[src/rtl/ps2_rx.sv]
// PS/2 device-to-host frame receiver: pin synchronisation, glitch filtering,
// 11-bit frame deserialisation with odd-parity and stop-bit checking, and an
// inter-edge timeout that abandons stalled partial frames.
module ps2_rx #(
    parameter int unsigned FILTER_LEN     = 8,
    parameter int unsigned TIMEOUT_CYCLES = 12000
) (
    input  logic       clk,
    input  logic       reset,
    input  logic       ps2_clk,
    input  logic       ps2_data,
    output logic [7:0] data_out,
    output logic       data_valid,
    output logic       frame_err,
    output logic       idle
);

    localparam int unsigned FCNT_W = $clog2(FILTER_LEN + 1);
    localparam int unsigned TMO_W  = $clog2(TIMEOUT_CYCLES + 1);

    typedef enum logic [1:0] {
        S_IDLE,
        S_DATA,
        S_PARITY,
        S_STOP
    } state_t;

    logic              clk_s1_q, clk_s2_q, data_s1_q, data_s2_q;
    logic              clk_f_q, clk_f_d, data_f_q, data_f_d;
    logic [FCNT_W-1:0] clk_fcnt_q, clk_fcnt_d, data_fcnt_q, data_fcnt_d;
    logic              fall_q, fall_d;

    state_t            state_q;
    logic [2:0]        bit_cnt_q;
    logic [7:0]        shift_q;
    logic              parity_q;
    logic [TMO_W-1:0]  tmo_q;
    logic [7:0]        data_out_q;
    logic              data_valid_q, frame_err_q, idle_q;

    // Two-flop synchronisers; lines idle high so they reset to 1
    always_ff @(posedge clk) begin
        if (reset) begin
            clk_s1_q  <= 1'b1;
            clk_s2_q  <= 1'b1;
            data_s1_q <= 1'b1;
            data_s2_q <= 1'b1;
        end else begin
            clk_s1_q  <= ps2_clk;
            clk_s2_q  <= clk_s1_q;
            data_s1_q <= ps2_data;
            data_s2_q <= data_s1_q;
        end
    end

    // Glitch filters: flip only after FILTER_LEN consecutive differing samples
    always_comb begin
        clk_f_d     = clk_f_q;
        clk_fcnt_d  = '0;
        data_f_d    = data_f_q;
        data_fcnt_d = '0;
        if (clk_s2_q != clk_f_q) begin
            if (clk_fcnt_q == FCNT_W'(FILTER_LEN - 1)) clk_f_d = clk_s2_q;
            else clk_fcnt_d = clk_fcnt_q + FCNT_W'(1);
        end
        if (data_s2_q != data_f_q) begin
            if (data_fcnt_q == FCNT_W'(FILTER_LEN - 1)) data_f_d = data_s2_q;
            else data_fcnt_d = data_fcnt_q + FCNT_W'(1);
        end
        fall_d = clk_f_q & ~clk_f_d;
    end

    // Filter state and registered falling-edge event
    always_ff @(posedge clk) begin
        if (reset) begin
            clk_f_q     <= 1'b1;
            data_f_q    <= 1'b1;
            clk_fcnt_q  <= '0;
            data_fcnt_q <= '0;
            fall_q      <= 1'b0;
        end else begin
            clk_f_q     <= clk_f_d;
            data_f_q    <= data_f_d;
            clk_fcnt_q  <= clk_fcnt_d;
            data_fcnt_q <= data_fcnt_d;
            fall_q      <= fall_d;
        end
    end

    // Frame FSM with timeout; an edge event always takes priority over timeout
    always_ff @(posedge clk) begin
        if (reset) begin
            state_q      <= S_IDLE;
            bit_cnt_q    <= '0;
            shift_q      <= '0;
            parity_q     <= 1'b0;
            tmo_q        <= '0;
            data_out_q   <= '0;
            data_valid_q <= 1'b0;
            frame_err_q  <= 1'b0;
            idle_q       <= 1'b1;
        end else begin
            data_valid_q <= 1'b0;
            frame_err_q  <= 1'b0;
            idle_q       <= (state_q == S_IDLE) && clk_f_q;
            if (fall_q) begin
                tmo_q <= '0;
                case (state_q)
                    S_IDLE: begin
                        if (!data_f_q) begin
                            state_q   <= S_DATA;
                            bit_cnt_q <= '0;
                        end
                    end
                    S_DATA: begin
                        shift_q <= {data_f_q, shift_q[7:1]};
                        if (bit_cnt_q == 3'd7) state_q <= S_PARITY;
                        else bit_cnt_q <= bit_cnt_q + 3'd1;
                    end
                    S_PARITY: begin
                        parity_q <= data_f_q;
                        state_q  <= S_STOP;
                    end
                    default: begin
                        if (data_f_q && (^{shift_q, parity_q})) begin
                            data_out_q   <= shift_q;
                            data_valid_q <= 1'b1;
                        end else begin
                            frame_err_q <= 1'b1;
                        end
                        state_q   <= S_IDLE;
                        bit_cnt_q <= '0;
                    end
                endcase
            end else if (state_q == S_IDLE) begin
                tmo_q <= '0;
            end else if (tmo_q == TMO_W'(TIMEOUT_CYCLES - 1)) begin
                frame_err_q <= 1'b1;
                state_q     <= S_IDLE;
                bit_cnt_q   <= '0;
                tmo_q       <= '0;
            end else if (tmo_q != TMO_W'(TIMEOUT_CYCLES)) begin
                tmo_q <= tmo_q + TMO_W'(1);
            end
        end
    end

    assign data_out   = data_out_q;
    assign data_valid = data_valid_q;
    assign frame_err  = frame_err_q;
    assign idle       = idle_q;

endmodule
[config.mk]
export PLATFORM = sky130hd
export DESIGN_NAME = ps2_rx
export DESIGN_NICKNAME = d
export VERILOG_FILES = /design/src/rtl/ps2_rx.sv
export SDC_FILE = /design/constraint.sdc
export NUM_CORES = 1
export LEC_CHECK = 0
export BUFFER_PORTS_ARGS = -buffer_cell sky130_fd_sc_hd__clkbuf_2
export CORE_MARGIN = 2
export CORE_UTILIZATION = 40
export CTS_BUF_LIST = sky130_fd_sc_hd__clkbuf_2
export DETAILED_ROUTE_END_ITERATION = 7
export PLACE_DENSITY_LB_ADDON = 0.12
export REMOVE_ABC_BUFFERS = 1
export SYNTH_ARGS = -nofsm -noshare
export SYNTH_HDL_FRONTEND = slang
export SYNTH_SLANG_ARGS = --single-unit
[constraint.sdc]
create_clock -name clk -period 2.3 [get_ports clk]
set_input_delay 0 -clock clk [delete_from_list [all_inputs] [get_ports clk]]
set_output_delay 0 -clock clk [all_outputs]
set_load 0.03 [all_outputs]
**Yosys cells after proc, flatten, opt, wreduce, memory -nomap -nowiden**

Cells that the tools add are included.

- RAM bits: 0
- Bits in read-only memories: 0
- Register bits after elaboration: 54
- Bits of input ports: 4
- Memories: 0
- Logic and storage cells: 78
- Bits in latches: 0

- Add/sub/neg operators: 4
- Equal/unequal tests: 14
- Reductions and logical operators: 16
- Multiplexer cells: 20
- Shift operators: 0
- $mul: 0
- Bitwise operators: 6
- $lt $le $gt $ge: 0
- Div/mod/pow operators: 0

Operator list:

| kind | number |
|---|---|
| 3-bit two-way mux | 5 |
| 14-bit by 1-bit adder with 14-bit output (second input constant) | 1 |
| 14-bit == test (second input constant) | 1 |
| 14-bit inequality test (second input constant) | 1 |
| 2-bit two-way mux | 5 |
| 3-bit case mux with 3 select lines | 1 |
| 3-bit OR reduction | 3 |
| 9-bit parity | 1 |
| 4-bit by 1-bit adder with 4-bit output (second input constant) | 2 |
| 4-bit by 3-bit == test with 1-bit output (second input constant) | 2 |
| 1-bit two-way mux | 8 |
| 2-bit inequality test (second input constant) | 3 |
| 3-bit inequality test (second input constant) | 2 |
| 2-bit case mux with 3 select lines | 1 |
| 2-bit AND reduction | 3 |
| 1-bit inverter | 5 |
| 5-bit AND reduction | 1 |
| 5-bit OR reduction | 1 |
| 4-bit AND reduction | 1 |
| 4-bit OR reduction | 1 |
| 3-bit by 1-bit adder with 3-bit output (second input constant) | 1 |
| 3-bit == test (second input constant) | 1 |
| 3-bit AND reduction | 1 |
| 2-bit by 1-bit == test with 1-bit output (second input constant) | 1 |
| other kinds (6) | 8 |

**Logic depth before layout (Yosys ltp)**

- Word-level depth: 5
- Mapped depth: 6

**Least setup slack after synthesis**

OpenSTA, ideal clock, no wires.

- Path kind: register -> register
- Start point: register tmo_q[0]
- End point: register bit_cnt_q[0]
- Period minus slack after synthesis: 1.841 ns
- Data arrival time: 1.718 ns
- Setup time: 0.123 ns
- Cell stages (with the launch flop): 7
- Slack: 0.459 ns
- Path through: dfxtp_1 -> ha_1 -> clkbuf_1 -> nor3b_1 -> nand4_1 -> a22oi_1 -> mux2_1

- Longest elaborated chain between the ends: 3

Ends and longest elaborated chain:

| element | line | text |
|---|---|---|
| start: declaration | 37 | `logic [TMO_W-1:0] tmo_q;` |
| start signal: assignment | 143 | `tmo_q <= tmo_q + TMO_W'(1);` |
| 14-bit == test | 137 | `end else if (tmo_q == TMO_W'(TIMEOUT_CYCLES - 1)) begin` |
| 2-bit nonzero test (no source line) | n/a |  |
| 5-bit AND reduction (no source line) | n/a |  |
| end signal: assignment | 118 | `else bit_cnt_q <= bit_cnt_q + 3'd1;` |
| end: declaration | 34 | `logic [2:0] bit_cnt_q;` |

No other way between the ends.
A chain may end at the register's enable or synchronous reset.

**Worst setup path after layout**

- Start point: register state_q[0]
- End point: register bit_cnt_q[0]

- Longest elaborated chain between the ends: 3
- Elaborated cells on any way between the ends: 10
- Classes of those cells: eq/ne (6); mux (2); reduce/logical (2)

Ends and longest elaborated chain:

| element | line | text |
|---|---|---|
| start: declaration | 33 | `state_t state_q;` |
| start signal: assignment | 93 | `state_q <= S_IDLE;` |
| start signal: assignment | 111 | `state_q <= S_DATA;` |
| start signal: assignment | 117 | `if (bit_cnt_q == 3'd7) state_q <= S_PARITY;` |
| 2-bit by 1-bit == test with 1-bit output, or another cell as far along | 108 | `case (state_q)` |
| 3-bit inequality test (no source line), or another cell as far along | n/a |  |
| 5-bit AND reduction (no source line) / 3-bit two-way mux (equally long branches) | n/a |  |

Parallel ways exist; a longest one is shown, timed or not.

==> results.toml <==
[status]
status = "finished clean"

[timing]
fmax_ghz = 0.521
rsz0062_at_grt = "false"
worst_pin_slew_ns = 0.452
hold_viol = 0
setup_viol = 0
clock-skew-final_ns = 0.0212
period_share_pct = 83.4
slew_headroom_pct = 69.2
period_minus_slack_ns = 1.92
timing.setup.tns_ns = 0
drv_slew = 0

[synthesis]
synth_top_cell_by_area = "dfxtp_1"
ys_warn_count = 0
synth_most_common_cell = "dfxtp_1"
synth_common_cells = "54 x dfxtp_1, 29 x nand2_1, 24 x nor2_1"
synthTopCellsByArea = "dfxtp_1 44%, mux2i_1 5.7%, nand2b_1 5.3%, ha_1 5.1%, xor2_1 5.0%"
async_flop_share_pct = 0
ys_types = 39
syn_inst = 263
syn_avg_cell_area_sq_um = 9.34
synthMuxAreaShare_pct = 7.54
synth_edf_count = 0
synth_top_area_share_pct = 44.0
yosysSeqAreaShare_pct = 44.0
synth_simple_gate_area_share_pct = 26.9
synth_top_family_by_area = "simple AND/OR/NAND/NOR gates"
synth-compound-area-share_pct = 4.38
synth_seq_cells = 54
syn-cell-area_sq_um = 2460
synth-main-ff-cell = "dfxtp_1"
synth-xor-area-share_pct = 9.37
synthAdderAreaFrac_pct = 5.09

[drt]
routed_via_density = 4.79
drt-initial-drc-count = 72
wl_um = 4240
first_pass_iters = 4
route.detailed.drc = 0
avgRoutedWirePerCell_um = 11.9
dr_total_vias = 1706
final_antenna_net_count = 0

[floorplanning]
die_h_um = 82.4
io_pins = 15
die_w_um = 82.4
die_area_sq_um = 6780
row_count = 28
initial_utilization_pct = 41.5
core_sq_um = 5920

[final_layout]
nets = 294
num_antenna_cells = 0
n_fill_cell = 571
stdcell_count = 356
area_delta_synth_final_pct = 10.3
layout-drive-gt1-share_pct = 10.7

[clock_network]
clock-sinks = 54
cts_made_buffers = 5
cts_tree = "built"
postCtsSetupRepairBufs = 0
clock_path_buffers = 2
worst_skew_pair.late_latency_ns = 0.43
clk_pin_slew_ns = 0.26
h-tree-depth = 2
root_buffer = "clkbuf_2"

[place]
port_buffers = 14
gp_congestion = 0.722
placedCellCount = 345
dpl.hpwl_um = 2890

[worst_setup_path]
crit_family = "flip-flops"
start_kind = "flop"
required_ns = 2.67
cp_slowest_stage_delay_ns = 0.42
crit_arrival_ns = 2.28
cp_cell_sequence = "inv_1 -> ha_1 -> nor3b_1 -> nand4_1 -> a22oi_1 -> mux2_1"
cpMaxStageDelayCell = "dfxtp_1"
r2r-start = "state_q[0]"
path_class = "flop to flop"
critPathMaxFanout = 7
setup.worst_path.start = "state_q[0]"
critPathCaptureType = "flop"
cp.buffers_inverters = 1

[min_path]
hold_path.startpoint = "ps2_data"
hold_class = "input port to flop"

[grt]
track_usage_pct = 13.7
antenna_found_initial = 0
grt_max_degree = 32
grt_pass1_vias = 1535
overflow = 0
grt_pass1_wl_um = 7150

[power]
ir_drop_v = 0.000300
power_density_nw_per_um2 = 536
leakage_nw = 1.03

[run]
drv_cap = 0
==> sequential cells by signal, indices dropped and copies added, names as in the netlist, 2 cells and up <==
| name | count |
|---|---|
| data_out | 8 |
| bit_cnt_q | 3 |
| tmo_q | 14 |
| shift_q | 8 |
| state_q | 2 |
| data_fcnt_q | 4 |
| clk_fcnt_q | 4 |
==> layout make-up <==
class | count | area [sq um] | area share [%]
well taps | 75 | 93.8 | 3.46
inverters | 5 | 18.8 | 0.693
multi-input cells | 192 | 1310 | 48.4
repair buffers | 22 | 138 | 5.08
clock buffers | 6 | 30.0 | 1.11
flip-flops and latches | 54 | 1080 | 39.9
clock inverters | 2 | 37.5 | 1.39
==> metrics by stage <==
step,util [%],hold WS [ns],power [mW],cell area [sq um],setup WS [ns]
after detailed placement,44.1,0.184,0.989,2610,0.375
final,45.8,0.263,1.45,2710,0.382
after CTS,45.8,0.235,1.48,2710,0.382
after floorplan,-,0.0691,0.973,2410,0.455
after global routing,45.8,0.225,1.52,2710,0.206
after global placement,44.1,0.184,0.989,2610,0.428
==> report_power, final <==
| part | switching [mW] | internal [mW] |
|---|---|---|
| Clock | 0.289 | 0.188 |
| Combinational | 0.0150 | 0.0151 |
| Sequential | 0.00217 | 0.943 |
| Total | 0.306 | 1.15 |
==> metal layers <==
| layer | track usage, % | part of all wire, % |
|---|---|---|
| met4 | 4.50 | 1.5 |
| met1 | 19.0 | 55 |
| met2 | 20.6 | 41 |
| met3 | 3.59 | 2.5 |
| met5 | 0 | 0 |
==> logic make-up (layout without fill, tap and decap cells) <==
logic type               count (synthesis)  after routing
multiplexers                            17             17
AND/OR/NAND/NOR                        124            124
AO/OA/AOI/OAI                           18             18
flip-flops                              54             54
XOR/XNOR                                23             23
buffers and inverters                   17             35
adder cells (fa/ha/maj)                 10             10
==> final timing paths <==
kind	slack, ns	end	cells past startpoint
worst max-delay path	0.38	bit_cnt_q[0]	6
worst min register to register	0.45	clk_s2_q	1
worst max register to register	0.38	bit_cnt_q[0]	6
worst min-delay path	0.26	data_s1_q	3
==> layout by cell type (no fill, tap or decap), types with 4 or more instances in the layout <==
cell type,n
or2_1,4
nor2_1,24
xnor2_1,7
ha_1,10
nand3_1,7
nand3b_1,6
buf_4,5
mux2i_1,14
nand4_1,7
dfxtp_1,54
a21oi_1,11
xor2_1,14
nand2b_1,21
inv_1,5
clkbuf_2,20
and3_1,6
nand2_1,29
==> worst reg2reg max path, cell delays in order (launching register included) <==
cell,delay (ns)
dfxtp_1,0.42
inv_1,0.08
ha_1,0.28
nor3b_1,0.20
nand4_1,0.14
a22oi_1,0.40
mux2_1,0.36
==> what timing repair did <==
| action | 4_1_cts | 5_1_grt |
|---|---|---|
| hold endpoints to repair | 4 | 0 |
| hold buffers | 3 | 0 |
| gates resized for setup | 0 | 0 |
No activity file was read; power rests on OpenSTA's default activity.
